$ cat config.mk
export PLATFORM = sky130hd
export DESIGN_NAME = branch_sequencer
export DESIGN_NICKNAME = d
export VERILOG_FILES = /design/src/rtl/branch_seq_pkg.sv /design/src/rtl/cond_mod_pkg.sv /design/src/rtl/cond_eval.sv /design/src/rtl/branch_sequencer.sv
export SDC_FILE = /design/constraint.sdc
export NUM_CORES = 1
export LEC_CHECK = 0
export BUFFER_PORTS_ARGS = -buffer_cell sky130_fd_sc_hd__buf_2
export CAP_MARGIN = 40
export CORE_ASPECT_RATIO = 1.2
export CORE_MARGIN = 4
export CORE_UTILIZATION = 52
export CTS_BUF_LIST = sky130_fd_sc_hd__clkbuf_8
export DETAILED_ROUTE_END_ITERATION = 6
export HOLD_SLACK_MARGIN = 0.08
export PLACE_DENSITY_LB_ADDON = 0.05
export SETUP_SLACK_MARGIN = 0.05
export SYNTH_ARGS = -nofsm -noshare
export SYNTH_HDL_FRONTEND = slang
export SYNTH_SLANG_ARGS = --single-unit
export TNS_END_PERCENT = 10
$ cat constraint.sdc
create_clock -name clk -period 2.6 [get_ports clk]
set_input_delay 0.39 -clock clk [delete_from_list [all_inputs] [get_ports clk]]
set_output_delay 0.39 -clock clk [all_outputs]
set_load 0.01 [all_outputs]
$ cat src/rtl/branch_seq_pkg.sv
// State encoding for the branch sequencer FSM.
package branch_seq_pkg;
  typedef enum logic [1:0] {
    IDLE       = 2'd0,
    WAIT_FLAGS = 2'd1,
    ISSUE      = 2'd2
  } state_t;
endpackage

$ cat src/rtl/cond_mod_pkg.sv
// Shared condition-code definitions used by every stage that decodes
// or evaluates branch conditions.
package Cond_Mod;
  localparam int COND_WIRENUM = 3;

  localparam logic [COND_WIRENUM-1:0] COND_NOP = 3'd0;
  localparam logic [COND_WIRENUM-1:0] COND_L   = 3'd1;
  localparam logic [COND_WIRENUM-1:0] COND_G   = 3'd2;
  localparam logic [COND_WIRENUM-1:0] COND_E   = 3'd3;
  localparam logic [COND_WIRENUM-1:0] COND_NE  = 3'd4;
  localparam logic [COND_WIRENUM-1:0] COND_LE  = 3'd5;
  localparam logic [COND_WIRENUM-1:0] COND_GE  = 3'd6;
endpackage

$ cat src/rtl/cond_eval.sv
// Combinational evaluation of a condition code against ALU compare flags.
module cond_eval
  import Cond_Mod::*;
(
  input  logic [COND_WIRENUM-1:0] cond,
  input  logic                    lt,
  input  logic                    eq,
  input  logic                    gt,
  output logic                    taken
);
  always_comb begin
    taken = 1'b0;
    case (cond)
      COND_L:  taken = lt;
      COND_G:  taken = gt;
      COND_E:  taken = eq;
      COND_NE: taken = !eq;
      COND_LE: taken = lt | eq;
      COND_GE: taken = gt | eq;
      default: taken = 1'b0;
    endcase
  end
endmodule

$ cat src/rtl/branch_sequencer.sv
// Accepts branches/jumps from decode, waits for compare flags, and issues
// a redirect plus one-cycle flush to fetch; keeps taken/not-taken counters.
module branch_sequencer
  import Cond_Mod::*;
  import branch_seq_pkg::*;
#(
  parameter int CNT_W = 16
) (
  input  logic                    clk,
  input  logic                    rst_n,
  input  logic                    br_valid,
  output logic                    br_ready,
  input  logic                    br_is_jump,
  input  logic [COND_WIRENUM-1:0] br_cond,
  input  logic [31:0]             br_target,
  input  logic                    flag_valid,
  input  logic                    flag_lt,
  input  logic                    flag_eq,
  input  logic                    flag_gt,
  input  logic                    kill,
  output logic                    redir_valid,
  input  logic                    redir_ready,
  output logic [31:0]             redir_pc,
  output logic                    flush,
  output logic [CNT_W-1:0]        taken_cnt,
  output logic [CNT_W-1:0]        ntaken_cnt
);
  state_t                  state, state_next;
  logic [COND_WIRENUM-1:0] cond_reg;
  logic                    is_jump_reg;
  logic [31:0]             target_reg;
  logic                    flush_reg, flush_next;
  logic                    accept, cond_taken, taken;
  logic                    inc_taken, inc_ntaken;

  cond_eval u_cond_eval (
    .cond  (cond_reg),
    .lt    (flag_lt),
    .eq    (flag_eq),
    .gt    (flag_gt),
    .taken (cond_taken)
  );

  assign accept = (state == IDLE) && br_valid && !kill;
  assign taken  = cond_taken | is_jump_reg;

  always_comb begin
    state_next = state;
    flush_next = 1'b0;
    inc_taken  = 1'b0;
    inc_ntaken = 1'b0;
    case (state)
      IDLE: begin
        if (accept) begin
          if (br_is_jump) begin
            state_next = ISSUE;
            inc_taken  = 1'b1;
          end else if (br_cond != COND_NOP) begin
            state_next = WAIT_FLAGS;
          end
        end
      end
      WAIT_FLAGS: begin
        if (kill) begin
          state_next = IDLE;
        end else if (flag_valid) begin
          if (taken) begin
            state_next = ISSUE;
            inc_taken  = 1'b1;
          end else begin
            state_next = IDLE;
            inc_ntaken = 1'b1;
          end
        end
      end
      ISSUE: begin
        if (kill) begin
          state_next = IDLE;
        end else if (redir_ready) begin
          state_next = IDLE;
          flush_next = 1'b1;
        end
      end
      default: state_next = IDLE;
    endcase
  end

  always_ff @(posedge clk or negedge rst_n) begin
    if (!rst_n) begin
      state       <= IDLE;
      flush_reg   <= 1'b0;
      cond_reg    <= '0;
      is_jump_reg <= 1'b0;
      target_reg  <= '0;
    end else begin
      state     <= state_next;
      flush_reg <= flush_next;
      if (accept) begin
        cond_reg    <= br_cond;
        is_jump_reg <= br_is_jump;
        target_reg  <= br_target;
      end
    end
  end

  // Counters stick at all-ones rather than wrapping.
  always_ff @(posedge clk or negedge rst_n) begin
    if (!rst_n) begin
      taken_cnt  <= '0;
      ntaken_cnt <= '0;
    end else begin
      if (inc_taken && (taken_cnt != '1))
        taken_cnt <= taken_cnt + CNT_W'(1);
      if (inc_ntaken && (ntaken_cnt != '1))
        ntaken_cnt <= ntaken_cnt + CNT_W'(1);
    end
  end

  assign br_ready    = (state == IDLE);
  assign redir_valid = (state == ISSUE);
  assign redir_pc    = redir_valid ? target_reg : 32'h0;
  assign flush       = flush_reg;
endmodule

# Yosys cells after proc, flatten, opt, wreduce, memory -nomap -nowiden
# Cells that the tools add are included.
# Widths: inputs -> output; s select.
# classes
n_addsub	2
eq_ne	14
n_mux	24
bitwise	3
reduce_logical	9
# ops
op	n
$add 16x1->16 const B	2
$mux 32	1
$ne 16x16->1 const B	2
$mux 2	8
$mux 1	12
$eq 3x3->1 const B	3
$eq 3x2->1 const B	2
$pmux 1 s6	1
$pmux 2 s3	1
$logic_and 1x1->1	4
$reduce_and 4->1	1
$eq 3x1->1 const B	1
$ne 3x1->1 const B	1
$ne 3x2->1 const B	1
$ne 3x3->1 const B	1
$or 1x1->1	3
$reduce_bool 3->1	1
$eq 2x1->1 const B	1
$eq 2x2->1 const B	1
$logic_not 1->1	2
$logic_not 2->1	1
$ne 2x1->1 const B	1
$pmux 1 s2	1
# totals
register_bits	71
elab_cells	59

# Logic depth before layout (Yosys ltp)
# Gate-level depths: netlist of run 1.
# logic_depth
word_depth	8
ltp_mapped	8
mapped_depth_nobuf	6

# By module
# From an unflattened synthesis of run 1, not the netlist that was laid out.
# unflattened
hier_cells	264
area_unflattened_um2	3249.4
# by_module_without_submodules
mod	instances	cells_each	area_each_um2	seq_area_each_um2
branch_sequencer	1	259	3195.6	1776.7
cond_eval	1	5	53.8	0.0

# Worst setup path before layout of run 1
# No wires, ideal clock.
# synth_timing
path_kind	input port to flip-flop
start	input kill
end	register taken_cnt[15]
setup_time_ps	79
arrival_time_ps	2208
slack_ps	313
stages	7
cell_sequence	buf_6 > or4b_4 > buf_6 > o22a_1 > or4b_4 > nor4_4 > xor2_1
# synth_between
elab_chain_cells	5
# synth_lines
item	line	text
start, declared	branch_sequencer.sv:20	input logic kill,
$logic_not 1->1	branch_sequencer.sv:44	assign accept = (state == IDLE) && br_valid && !kill;
$logic_and 1x1->1	branch_sequencer.sv:44	
$mux 1	branch_sequencer.sv:54	if (accept) begin
$pmux 1 s2 (*)	branch_sequencer.sv:52	case (state)
$logic_and 1x1->1 (*)	branch_sequencer.sv:112	if (inc_taken && (taken_cnt != '1))
end signal, assigned	branch_sequencer.sv:113	taken_cnt <= taken_cnt + CNT_W'(1);
end, declared	branch_sequencer.sv:25	output logic [CNT_W-1:0] taken_cnt,
# Every way passes the cells marked *; elsewhere a longest branch is shown, timed or not.
# A chain may end at the register's enable or synchronous reset.

# Worst setup path in the final report of run 1
# layout_timing
start	register state[0]
end	register taken_cnt[15]
# layout_between
elab_chain_cells	6
# layout_lines
item	line	text
start, declared	branch_sequencer.sv:28	state_t state, state_next;
start signal, assigned	branch_sequencer.sv:96	state <= state_next;
$logic_not 2->1	branch_sequencer.sv:44, branch_sequencer.sv:52	
$logic_and 1x1->1 (2 in a row)	branch_sequencer.sv:44	
$mux 1	branch_sequencer.sv:54	
$pmux 1 s2 (*)	branch_sequencer.sv:52	
$logic_and 1x1->1 (*)	branch_sequencer.sv:112	
# Marks and branches as above.

==> impl.org, run 1 <==
** Clocking
- Post-CTS Repair Setup Buffers :: 0
- The root buffer cell chosen for the clock tree is clkbuf_8.
- CTS Buf Count :: 9
- Clk sink count :: 71
- TritonCTS built the clock tree.
- Number of hold buffers added after cts :: 0
- Clock slew at the register clock pins of the worst setup and hold paths :: 0.07 ns
- At the later pin of the worst-skew pair, clock insertion delay measures 0.34 ns.
- Quantity of gates resized following cts :: 0
- Clock H-tree levels :: 3
- Buffer depth of the longest clock path :: 2

** Die
- Floorplan Core Area :: 6406 µm²
- Number of primary I/O pins :: 112
- Number of standard-cell rows in the floorplan :: 32
- The die is 81.99 µm wide.
- Once the floorplan was initialized, standard cells occupied 53.32% of the core.
- Height of the die :: 96.79 µm
- Total die area :: 7935 µm²

** Drt
- After detailed routing, the average wire length per cell comes to 13.43 µm.
- The detailed router placed 2882 vias in this run.
- For this run, the detailed router's first-pass iteration total came to 5.
- Routed WL :: 7599 µm
- In this run the remaining antenna-violating nets after routing total 0.
- Dividing the detail-routed via count by the number of cells gives 5.092.
- First-iteration detailed-routing DRC count :: 117
- Post-route DRC :: 0

** Timing
- At the pin with the least slew margin, the transition time is 0.6670 ns.
- The worst path needs 2.256 ns of the cycle, external delays included.
- Measured against its own limit, the worst slew margin works out to 55.53%.
- For the final database, setup skew stands at 0.006639 ns.
- The number of pins with negative max-slew slack in the final report was 0.
- Hold violation count in the final report :: 0
- Setup violations remaining at the end of the flow were counted as 0.
- Based on the critical path, the design can be clocked at up to 443.2 MHz.
- Setup repair after global routing left no endpoint under its margin.
- Post-route clock period utilization :: 86.78%
- For the final routed database, the setup TNS stands at 0 ns.

** GRT
- Initial antenna violation count :: 0
- The number of global-route vias before repair was 2887.
- The first global-routing pass estimated 13170 µm of wire.
- Maximum number of pins on one net before global-route repair :: 36
- Overall track demand over capacity in global routing :: 21.22%
- The total overflow left after global routing is 0.

** Power and ir drop
- Per report_power, the sequential group accounts for 51.8% of the total.
- The clock network accounts for 27.1% of the total power.
- Total power divided by cell area :: 642.0 nW/µm²
- Net switching is 30.58% of the power.
- The analysis attributes to net switching a power of 0.8395 mW.
- VDD sags by at most 0.5432 mV.
- The analysis attributes to cell leakage a power of 2.369 nW.
- Cell Int Power :: 1.906 mW
- Of the total power, combinational logic draws 21.1%.

** Finish
- Area Overhead vs Synth :: 25.16%
- Fill cell instance count of the final layout :: 574
- Reg area :: 1777 µm²
- In the final design database the tool counted 524 nets.
- Antenna diode count :: 0
- Leaving out filler cells and counting taps, the final layout contains 566.
- In the final layout, the multi-input gates occupy 1562 µm².
- Flip-flop count of the largest register, all copies and words added :: 32
- Cells with a size suffix above 1 make up 30.77% of the layout.

** Logic synthesis
- After synthesis the cells add up to 3416 µm².
- Distinct cell type count of the synthesized netlist :: 39
- The share of the Yosys chip area taken by registers is 52.01%.
- In this run, synthesis inferred 0 flip-flops with an integrated enable.
- Counting flops and latches in the post-synthesis netlist gives 71.
- Post-synth ARST share :: 100.0%
- When the netlist entered floorplanning its net count stood at 407.
- Post-Synthesis Mean Instance Area :: 9.488 µm²
- Area share of the largest cell type after synthesis :: 52.01%
- Total of warnings raised by yosys :: 0
- Syn Inst Count :: 360
- Sorting the synthesized cells by area gives the leading types as dfrtp_1 52%, nand2_1 13%, and2_1 6.0%.
- Summed over all instances, the cell type with the most area after synthesis is dfrtp_1.
- Synth Flop Type :: dfrtp_1

** Worst setup path
- By startpoint and endpoint, the worst setup path is classified as reg2reg.
- The signal on the critical path passes through buf_4, or4b_4, o22a_1, or4b_4, nor4_4, xor2_1.
- Data arrives at the worst endpoint at 2.52 ns.
- Startpoint of the worst register-to-register path :: state[0]
- Worst path max stage delay :: 0.55 ns
- Of all nets on the critical path, the largest fanout is 9.
- Type of origin of the critical path :: flop
- At the worst endpoint, the required time is 2.86 ns.
- R2r endpoint :: taken_cnt[15]
- The slowest stage of the critical path is the or4b_4 cell.
- Critical Path Most Common Cell :: or4b_4
- Register-to-Register Setup Slack :: 0.34 ns
- Sort of element at the end of the critical path :: flop
- Depth of the worst register-to-register path :: 6

** Outcome
- Result of the run :: finished, final reports clean

** Place
- Number of port buffers :: 111
- At the end of routability-driven placement, the weighted congestion stood at 0.8043.
- Hpwl dp :: 5540 µm
- Number of placed instances with taps included :: 551

** Min path
- The tightest min-delay check is of the in2async type.

** Flow run
- Across the run, the number of max-cap violations was 0.
through the flow:
step / setup WS [ns] / utilization, % / instance area [µm²] / power, mW / hold WS, ns
floorplan: 0.3126 / - / 3416 / 1.771 / 0.09441
detailed placement: 0.2810 / 64.16 / 4110 / 2.030 / 0.4541
global route: 0.2421 / 66.74 / 4275 / 2.935 / 0.1137
global placement: 0.3226 / 64.16 / 4110 / 2.009 / 0.4484
CTS: 0.3275 / 66.74 / 4275 / 2.776 / 0.08917
finish: 0.3436 / 66.74 / 4275 / 2.745 / 0.07299
worst max-delay path by stage:
stage                  start       endpoint  slack, ns
CTS                 state[0]  taken_cnt[15]       0.33
global route        state[0]  taken_cnt[13]       0.24
finish              state[0]  taken_cnt[15]       0.34
global placement        kill  taken_cnt[14]       0.32
detailed placement      kill  taken_cnt[14]       0.28
floorplan               kill  taken_cnt[15]       0.31
Yosys cell counts, types with 2 or more instances:
| cell | n |
|---|---|
| and3_1 | 7 |
| nor2b_1 | 3 |
| nand2_1 | 116 |
| nor2_1 | 6 |
| xnor2_1 | 14 |
| nor4_1 | 7 |
| o21ai_0 | 3 |
| a221oi_1 | 3 |
| mux2_2 | 3 |
| xor2_1 | 15 |
| nand3_1 | 14 |
| or4b_4 | 2 |
| o22a_1 | 2 |
| nor3_1 | 6 |
| nor3b_1 | 2 |
| and4_1 | 5 |
| or3b_2 | 2 |
| nand4_1 | 8 |
| buf_2 | 2 |
| buf_6 | 2 |
| and2_1 | 33 |
| dfrtp_1 | 71 |
| nand2b_1 | 3 |
| inv_1 | 4 |
| ha_1 | 2 |
| clkbuf_1 | 12 |
metal layers:
layer,vias up,global-route usage (%),share of wire (%),routed length [µm]
li1,1427,-,-,-
met1,1363,28.06,43,3296
met2,81,33.17,48,3624
met3,11,5.400,7.3,557
met4,0,8.056,1.6,121
met5,-,0,0,0
cells in the final DEF, fill, tap and decap left out, types with 8 or more instances in the layout:
master    synthesis  routed
buf_4             0      10
and2_1           33      33
nand4_1           8       8
clkbuf_8          0      10
xnor2_1          14      14
nand3_1          14      14
dfrtp_1          71      71
nand2_1         116     116
xor2_1           15      15
buf_2             2     111
final cells by class:
| class | count | share of cell area [%] |
|---|---|---|
| Sequential cell | 71 | 41.56 |
| Multi-Input combinational cell | 269 | 36.52 |
| Timing Repair Buffer | 122 | 15.22 |
| Clock buffer | 10 | 3.219 |
| Tap cell | 85 | 2.488 |
| Clock inverter | 5 | 0.6438 |
| Inverter | 4 | 0.3512 |
power groups by stage:
stage          clock network [mW]  registers [mW]  logic [mW]
2_1_floorplan                   0            1.43       0.344
3_3_place_gp                    0            1.43       0.580
3_5_place_dp                    0            1.44       0.590
4_1_cts                     0.763            1.42       0.593
5_1_grt                     0.819            1.45       0.664
6_report                    0.744            1.42       0.579
worst max-delay path: cells and delay by family (launching register included):
family | cells | cell delay (ns)
compound gates | 1 | 0.24
xor+xnor | 1 | 0.17
buf+inv | 1 | 0.16
simple gates | 3 | 1.23
flops | 1 | 0.37
cells by family (layout without fill, tap and decap cells):
| group | Yosys count | count (layout) | share of synthesized area (%) |
|---|---|---|---|
| AO/OA/AOI/OAI | 13 | 13 | 2.858 |
| XOR/XNOR | 29 | 29 | 7.436 |
| adder cells (fa/ha/maj) | 2 | 2 | 0.7325 |
| buffers and inverters | 20 | 141 | 2.710 |
| flip-flops | 71 | 71 | 52.01 |
| multiplexers | 5 | 5 | 1.612 |
| AND/OR/NAND/NOR | 220 | 220 | 32.64 |
Note: power is estimated with default switching activity, not from simulation.
==> inputs of run 2 (changes only) <==
--- a/config.mk
+++ b/config.mk
@@ -8,7 +8,6 @@
 export BUFFER_PORTS_ARGS = -buffer_cell sky130_fd_sc_hd__buf_2
 export CAP_MARGIN = 40
 export CORE_ASPECT_RATIO = 1.2
-export CORE_MARGIN = 4
 export CORE_UTILIZATION = 52
 export CTS_BUF_LIST = sky130_fd_sc_hd__clkbuf_8
 export DETAILED_ROUTE_END_ITERATION = 6
@@ -17,5 +16,6 @@
 export SETUP_SLACK_MARGIN = 0.05
 export SYNTH_ARGS = -nofsm -noshare
 export SYNTH_HDL_FRONTEND = slang
+export SYNTH_HIERARCHICAL = 1
 export SYNTH_SLANG_ARGS = --single-unit
 export TNS_END_PERCENT = 10
==> run 2 against run 1 <==
Net effect: cell count shrank 17%; clock power is essentially flat; sequential power is essentially flat; die area shrank 17%; fmax shrank 5.5%; highest routed layer unchanged.
==> impl.org, run 2 <==
** Drt
- The detailed router's first-iteration violation count was 55 (-53%).
- Vias per std cell :: 5.081 (-0.21%)
- The total wire length after detailed routing was 6307 µm (-17%).
- Post-detailed-route wirelength per cell :: 13.51 µm (+0.59%)
- Antenna-violating nets left :: 0 (unchanged)
- The number of detailed-route iterations in the first pass was 4 (-1).
- The detailed-route DRC error count is 0 (unchanged).
- Number of vias in the routed layout :: 2373 (-18%)

** Die
- The number of ports placed on the die boundary was 112 (unchanged).
- Floorplan Core Area :: 6051 µm² (-5.5%)
- The x dimension of the die is 74.16 µm (-9.5%).
- Total die area :: 6570 µm² (-17%)
- Number of standard-cell rows in the floorplan :: 31 (-3.1%)
- Height of the die :: 88.60 µm (-8.5%)
- The initial core utilization came to 53.70% (+0.38 points).

** Place
- Number of placed instances with taps included :: 452 (-18%)
- The post-placement setup slack is 0.1261 ns (-0.1550 ns).
- The detailed-placement wirelength estimate is 4629 µm (-16%).
- GPL Wtd Cong :: 0.7530 (-6.4%)
- The post-detailed-placement cell area is 3938 µm² (-4.2%).
- Number of port buffers :: 111 (unchanged)

** Timing
- The number of failing setup endpoints in the final timing report came to 0 (unchanged).
- The minimum clock period came to 2.387 ns (+0.1303 ns).
- Total negative setup slack :: 0 ns (unchanged)
- The final-layout worst hold slack came to 0.2319 ns (+0.1589 ns).
- The relative max-transition margin is 58.61% (+3.1 points).
- Final-report max-slew violation count :: 0 (unchanged)
- The maximum clock skew at final layout was 0.008287 ns (+0.001648 ns).
- The worst-margin pin slew was 0.6208 ns (-0.04620 ns).
- Hold violation count in the final report :: 0 (unchanged)
- The fmax was 419.0 MHz (-5.5%).
- Setup repair after global routing missed its margin :: false
- Post-route clock period utilization :: 91.80% (+5.0 points)
- The smallest setup slack after layout came to 0.2133 ns (-0.1303 ns).

** Logic synthesis
- Distinct cell type count of the synthesized netlist :: 39 (unchanged)
- The gate count of the mapped netlist came to 264 (-27%).
- The summed instance area of the synthesized netlist came to 3249 µm² (-4.9%).
- Synthesis-stage register bit count :: 71 (unchanged)
- dfrtp_1 takes more of the synthesized area than any other cell.
- Fraction of the yosys area taken by sequential cells :: 54.68% (+2.7 points)
- Post-synthesis compound-gate area fraction :: 2.195% (-0.66 points)
- Syn Nets :: 311 (-24%)
- Post-synth ARST share :: 100.0% (unchanged)
- Post-Synthesis Mean Instance Area :: 12.31 µm² (+30%)
- Synth Area in Adders :: 0.7701% (+0.038 points)
- The count of synthesis-stage warnings from yosys came to 6 (+6).
- The share of the synthesized netlist area taken by xor and xnor gates came to 8.317% (+0.88 points).
- Synth area leaders :: dfrtp_1 55%, mux2_2 13%, xnor2_1 6.5%
- The area share of the largest cell type after synthesis is 54.68% (+2.7 points).
- Ranked by instance count, the synthesized netlist is headed by 71 x dfrtp_1, 37 x mux2_2, 32 x and2_1.
- After synthesis, the largest family of logic cells by area is simple AND/OR/NAND/NOR gates.
- Area fraction in and, or, nand and nor cells after synthesis :: 18.52% (-14 points)
- The mux contribution to synthesized area is 13.98% (+12 points).
- Synth Flop Type :: dfrtp_1
- The count of flip-flops with a built-in enable after synthesis is 0 (unchanged).
- Yosys instantiated no cell more often than dfrtp_1.

** Finish
- The final layout net count came to 429 (-18%).
- The post-layout instance area came to 4111 µm² (-3.8%).
- The non-filler instance count after layout was 467 (-17%).
- Flip-flop count of the largest register, all copies and words added :: 32 (unchanged)
- Leaving out fill and tap cells, the most frequent cell in the layout is buf_2.
- Leaving out fill and tap cells, the most frequent cells in the layout are 110 x buf_2, 71 x dfrtp_1, 37 x mux2_2.
- Antenna diode count :: 0 (unchanged)
- Area Overhead vs Synth :: 26.53%
- Share of the core filled with cells :: 67.95% (+1.2 points)
- The share of cells above drive strength 1 came to 45.45% (+15 points).

** Flow run
- The max-cap violation count is 0 (unchanged).

** Clocking
- The clock buffer count from CTS was 9 (unchanged).
- Clk Latency, worst-skew pair :: 0.33 ns (about the same)
- Clock H-tree levels :: 3 (unchanged)
- TritonCTS built the clock tree.
- Clock slew at the register clock pins of the worst setup and hold paths :: 0.07 ns (about the same)
- The number of sinks handled by clock tree synthesis is 71 (unchanged).
- The tree is rooted in a clkbuf_8.
- Buffer depth of the longest clock path :: 2 (unchanged)
- The count of instances resized after the clock tree is built was 0 (unchanged).
- Number of hold buffers added after cts :: 1 (+1)
- Post-CTS Repair Setup Buffers :: 0 (unchanged)

** Worst setup path
- The critical-path maximum fanout was 5 (-4).
- The number of cells traversed by the worst register-to-register path came to 7 (+1).
- The critical path goes through a21o_2, mux4_2, or2_2, nor4_2, and3_1, and4_4, xor2_2.
- In this run the worst setup path terminates at ntaken_cnt[15].
- In this run the worst setup path begins at cond_reg[2].
- Critical path data arrival time :: 2.65 ns (+0.13 ns)
- The worst setup path is captured at a flop.
- Startpoint of the worst register-to-register path :: cond_reg[2]
- Worst path max stage delay :: 0.47 ns (-0.08 ns)
- The setup path with the least slack is of type reg2reg.
- The required time of the critical path is 2.86 ns (about the same).
- The setup slack of the worst register-to-register path was 0.21 ns (-0.13 ns).
- R2r endpoint :: ntaken_cnt[15]
- STA classifies the critical path startpoint as a flop.
- For this design, the slowest cell found on the critical path is mux4_2.

** GRT
- The total overflow reported by the global router was 0 (unchanged).
- The overall fraction of global-route tracks in use came to 20.12% (-1.1 points).
- Wire length of the first global-routing pass :: 9742 µm (-26%)
- The initial antenna violation count is 0 (unchanged).
- The maximum number of pins on one net before global-route repair is 44 (+22%).
- Number of global-route vias before repair :: 2187 (-24%)

** Outcome
- Result of the run :: finished, final reports clean

** Power and ir drop
- The static leakage was 2.080 nW (-12%).
- The power density normalized to cell area was 638.8 nW/µm² (-0.50%).
- The highest ir drop seen on vdd was 0.5293 mV (-2.6%).
- Post-layout total power :: 2.627 mW (-4.3%)

** Min path
- The path class of the tightest hold or removal check is in2reg.
[run 2: changes by cell type after synthesis, moves of 3 or more]
cell,before,now
and4_1,5,1
mux2_2,3,37
nor4_1,7,1
nor2_1,6,11
nand2_1,116,13
nor3_1,6,0
xnor2_1,14,24
a221oi_1,3,0
clkbuf_1,12,3
nand2b_1,3,0
xor2_1,15,5
nand4_1,8,11
[run 2: how the worst min path moves through the flow]
stage,startpoint,endpoint,slack (ns),depth (start not counted)
6_report,redir_ready,state[1],0.23,2
2_1_floorplan,rst_n,cond_reg[0],0.09,0
5_1_grt,redir_ready,state[1],0.23,2
3_5_place_dp,rst_n,target_reg[11],0.34,1
3_3_place_gp,target_reg[7],target_reg[7],0.48,1
4_1_cts,redir_ready,state[1],0.22,2
[run 2: worst max-delay path: cells and delay by family, from the launching register on]
kind                      cells  cell delay [ns]
AOI/OAI and AO/OA             1             0.21
xor gates and xnor gates      1             0.12
DFF                           1             0.41
and+or+nand+nor               4             1.10
muxes                         1             0.47
[run 2: final cells by class]
type,count,area (µm²)
Sequential cell,71,1777
Tap cell,82,102.6
Clock buffer,11,151.4
Clock inverter,3,12.51
Fill cell,498,1939
Timing Repair Buffer,115,623.1
Multi-Input combinational cell,182,1434
Inverter,3,11.26
[run 2: cell families after synthesis]
kind of cell / Yosys count
buffers and inverters: 11
AOI/OAI and AO/OA: 9
DFF: 71
and+or+nand+nor: 102
muxes: 39
xor gates and xnor gates: 30
adders and majority gates: 2
[run 2: per-layer routing]
metal	GRT usage, %	vias to the layer above	routed length (µm)
li1	-	1151	-
met1	22.92	1135	2650
met2	34.55	76	3118
met3	4.784	11	405
met4	11.01	0	133
met5	0	-	0
[run 2: power by group]
group | total [mW] | internal (mW) | leakage (nW) | switching [mW]
combinational | 0.484 | 0.277 | 1.08 | 0.207
sequential | 1.40 | 1.28 | 0.903 | 0.123
clock | 0.744 | 0.379 | 0.0937 | 0.365
total | 2.63 | 1.93 | 2.08 | 0.695
==> inputs of run 3 (changes only) <==
--- a/config.mk
+++ b/config.mk
@@ -5,14 +5,15 @@
 export SDC_FILE = /design/constraint.sdc
 export NUM_CORES = 1
 export LEC_CHECK = 0
+export ABC_AREA = 1
 export BUFFER_PORTS_ARGS = -buffer_cell sky130_fd_sc_hd__buf_2
 export CAP_MARGIN = 40
 export CORE_ASPECT_RATIO = 1.2
-export CORE_UTILIZATION = 52
+export CORE_UTILIZATION = 54
 export CTS_BUF_LIST = sky130_fd_sc_hd__clkbuf_8
 export DETAILED_ROUTE_END_ITERATION = 6
 export HOLD_SLACK_MARGIN = 0.08
-export PLACE_DENSITY_LB_ADDON = 0.05
+export PLACE_DENSITY = 0.83
 export SETUP_SLACK_MARGIN = 0.05
 export SYNTH_ARGS = -nofsm -noshare
 export SYNTH_HDL_FRONTEND = slang
==> run 3 against run 2 <==
Net effect: cell count rose by 58%; total power rose by 36%; design area rose by 15%; sequential share of layout area fell by 5.7 points; critical path depth fell by 2; utilization rose by 1.1 points; routed wire length rose by 42%; clock power rose by 45%; global-route usage rose by 5.8 points.
==> impl.org, run 3 <==
** Min path
- Type of the worst min-delay path :: in2async

** Place
- Number of port buffers :: 111 (unchanged)
- The instance count after placement with tap cells included is 722 (+60%).
- Hpwl dp :: 6641 µm (+43%)
- GPL Wtd Cong :: 0.8177 (+8.6%)
- The post-detailed-placement cell area is 4488 µm² (+14%).

** Timing
- The setup total negative slack was 0 ns (unchanged).
- Final-report max-slew violation count :: 0 (unchanged)
- Final critical-path required period :: 2.059 ns (-0.3273 ns)
- The final count of hold timing violations was 0 (unchanged).
- Headroom to the max-slew limit :: 52.02% (-6.6 points)
- Post-route clock period utilization :: 79.21% (-13 points)
- Slew of the pin with the lowest slew margin :: 0.7197 ns (+0.09894 ns)
- The fmax is 485.6 MHz (+16%).
- Worst Clk Skew :: 0.01531 ns (+0.007027 ns)
- Setup repair after global routing missed its margin :: false
- Number of endpoints failing setup at the final stage :: 0 (unchanged)
- Worst hold margin :: 0.08968 ns (-0.1422 ns)

** Logic synthesis
- Syn Inst Count :: 536 (+100%)
- Among all cell types in the netlist, the one instantiated most often is nand2_1.
- Fraction of the yosys area taken by sequential cells :: 46.10% (-8.6 points)
- Commonest cells post-synth :: 184 x nand2_1, 72 x nor2_1, 71 x dfrtp_1
- The summed instance area of the synthesized netlist was 3854 µm² (+19%).
- Ranked by total cell area, the synthesized netlist is headed by dfrtp_1 46%, nand2_1 18%, nor2_1 7.0%.
- The area share of the largest cell type after synthesis is 46.10% (-8.6 points).
- The share of synthesized registers carrying an async set or reset was 100.0% (unchanged).
- The average footprint of a synthesized cell came to 7.190 µm² (-42%).
- The number of nets produced by synthesis was 583 (+87%).
- Distinct cell type count of the synthesized netlist :: 26 (-33%)
- The flip-flop and latch count after synthesis came to 71 (unchanged).
- In the synthesized netlist the dominant register cell turns out to be dfrtp_1.
- The synthesized design spends more area on one cell type than any other, namely dfrtp_1.
- Total of warnings raised by yosys :: 6 (unchanged)
- The count of flip-flops with a built-in enable after synthesis was 0 (unchanged).

** Worst setup path
- In this run the worst setup path begins at state[0].
- Start-to-end type of the worst setup path :: reg2out
- WP data required :: 2.21 ns (-0.65 ns)
- Critical path data arrival time :: 1.67 ns (-0.98 ns)
- STA classifies the critical path startpoint as a flop.
- Startpoint of the worst register-to-register path :: cond_reg[1]
- The critical-path maximum fanout is 24 (+19).
- Sort of element at the end of the critical path :: primary output

** Power and ir drop
- Total power divided by cell area :: 753.4 nW/µm² (+18%)
- The static leakage came to 2.612 nW (+26%).
- Peak ir drop on the vdd network :: 0.5438 mV (+2.7%)

** Finish
- The share of cells above drive strength 1 was 23.35% (-22 points).
- Antenna diode count :: 0 (unchanged)
- Leaving out fill and tap cells, the most frequent cell in the layout is nand2_1.
- Compared with the post-synthesis result, the final layout area differs by 22.79%.
- Non-filler instance count after layout :: 738 (+58%)
- Number of nets at the end of the flow :: 693 (+62%)
- The core occupancy in the finished layout is 69.04% (+1.1 points).
- In the layout the commonest cells are 184 x nand2_1, 111 x buf_2, 72 x nor2_1.
- The number of flip-flops under the largest register name is 32 (unchanged).
- Final standard cell area without fillers :: 4732 µm² (+15%)

** Drt
- First-iteration detailed-routing DRC count :: 142 (+160%)
- The via count was 3720 (+57%).
- Vias per std cell :: 5.041 (-0.80%)
- The average wire per cell in the routed design came to 12.12 µm (-10%).
- The number of routed nets with antenna violations was 0 (unchanged).
- The number of detailed-route iterations in the first pass came to 4 (unchanged).
- Routed WL :: 8945 µm (+42%)
- The detailed-route DRC error count is 0 (unchanged).

** Clocking
- The tree is rooted in a clkbuf_8.
- Buffer depth of the longest clock path :: 2 (unchanged)
- Clock H-tree levels :: 3 (unchanged)
- Quantity of gates resized following cts :: 0 (unchanged)
- Number of hold buffers added after cts :: 0 (-1)
- Clk Latency, worst-skew pair :: 0.35 ns (+0.02 ns)
- Clock slew at the register clock pins of the worst setup and hold paths :: 0.09 ns (+0.02 ns)
- Clk sink count :: 71 (unchanged)
- CTS Buf Count :: 9 (unchanged)
- TritonCTS built the clock tree.
- Post-CTS Repair Setup Buffers :: 0 (unchanged)

** Die
- The overall die height was 94.54 µm (+6.7%).
- The placement row count is 33 (+6.5%).
- Number of primary I/O pins :: 112 (unchanged)
- The die footprint came to 7480 µm² (+14%).
- Floorplan Core Area :: 6854 µm² (+13%)
- The x dimension of the die is 79.12 µm (+6.7%).
- The initial core utilization was 56.22% (+2.5 points).

** Flow run
- Number of max-cap violations :: 0 (unchanged)

** GRT
- Initial antenna violation count :: 0 (unchanged)
- Wire length of the first global-routing pass :: 15210 µm (+56%)
- The total overflow reported by the global router is 0 (unchanged).
- Overall track demand over capacity in global routing :: 25.94% (+5.8 points)
- The maximum number of pins on one net before global-route repair was 68 (+55%).
- The number of global-route vias before repair is 3529 (+61%).

** Outcome
- The flow ran to the end, and the final reports show no timing, DRC or antenna violations.
==> run 3: cell count changes in the layout (fill, tap and decap cells not counted), moves of 7 or more <==
cell	change
and2_1	-32
xnor2_1	-17
nand2_1	+171
inv_2	+7
inv_1	+63
o21ai_0	+47
mux2_2	-37
nand3_1	+9
and3_1	-9
nor2_1	+62
==> run 3: power breakdown <==
group	internal (mW)	total [mW]	switching [mW]	leakage, nW
Sequential	1.37	1.57	0.193	0.910
Clock	0.641	1.08	0.435	0.120
Combinational	0.353	0.924	0.571	1.58
==> run 3: metal layers <==
metal | up-vias | GRT usage, % | share of wire [%] | wire length (µm)
met5 | - | 0 | 0 | 0
met4 | 0 | 13.33 | 2.7 | 238
met3 | 22 | 5.024 | 3.5 | 314
met2 | 89 | 45.47 | 51 | 4569
met1 | 1747 | 29.93 | 43 | 3823
li1 | 1862 | - | - | -
==> run 3: path summary, 6_finish.rpt <==
| kind | to | cells after the start | slack [ns] |
|---|---|---|---|
| worst max-delay path | redir_pc[21] | 5 | 0.54 |
| worst min-delay path | target_reg[29] | 1 | 0.09 |
| worst max register to register | ntaken_cnt[8] | 10 | 0.71 |
| worst min register to register | is_jump_reg | 2 | 0.51 |
| max in group asynchronous | taken_cnt[4] | 2 | 1.84 |
| min in group clk | flush | 2 | 0.24 |
==> run 3: cells by family (layout without fill, tap and decap cells) <==
kind of cell	count (synthesis)	in the layout	synth area share, %
XOR/XNOR	14	14	3.182
adder cells (fa/ha/maj)	2	2	0.6492
AND/OR/NAND/NOR	300	300	32.05
AO/OA/AOI/OAI	57	57	7.987
buffers and inverters	92	207	10.03
flip-flops	71	71	46.10
==> run 3: layout make-up <==
cell class / count / area, µm²
Clock buffer: 9 / 123.9
Clock inverter: 7 / 120.1
Fill cell: 565 / 2122
Inverter: 75 / 281.5
Multi-Input combinational cell: 373 / 1695
Sequential cell: 71 / 1777
Tap cell: 87 / 108.9
Timing Repair Buffer: 116 / 625.6
==> run 3: through the flow <==
step / power [mW] / setup slack [ns]
3_5_place_dp: 2.504 / 0.6693
3_3_place_gp: 2.439 / 0.7093
2_1_floorplan: 2.154 / 0.9977
5_1_grt: 3.802 / 0.4721
4_1_cts: 3.582 / 0.5201
6_report: 3.565 / 0.5406
==> run 3: critical path, cell delays in order, from the launching register on <==
cell and delay [ns]:
dfrtp_1 0.39, nor2_1 0.20, inv_1 0.24, buf_16 0.23, nor2_1 0.13, buf_2 0.15
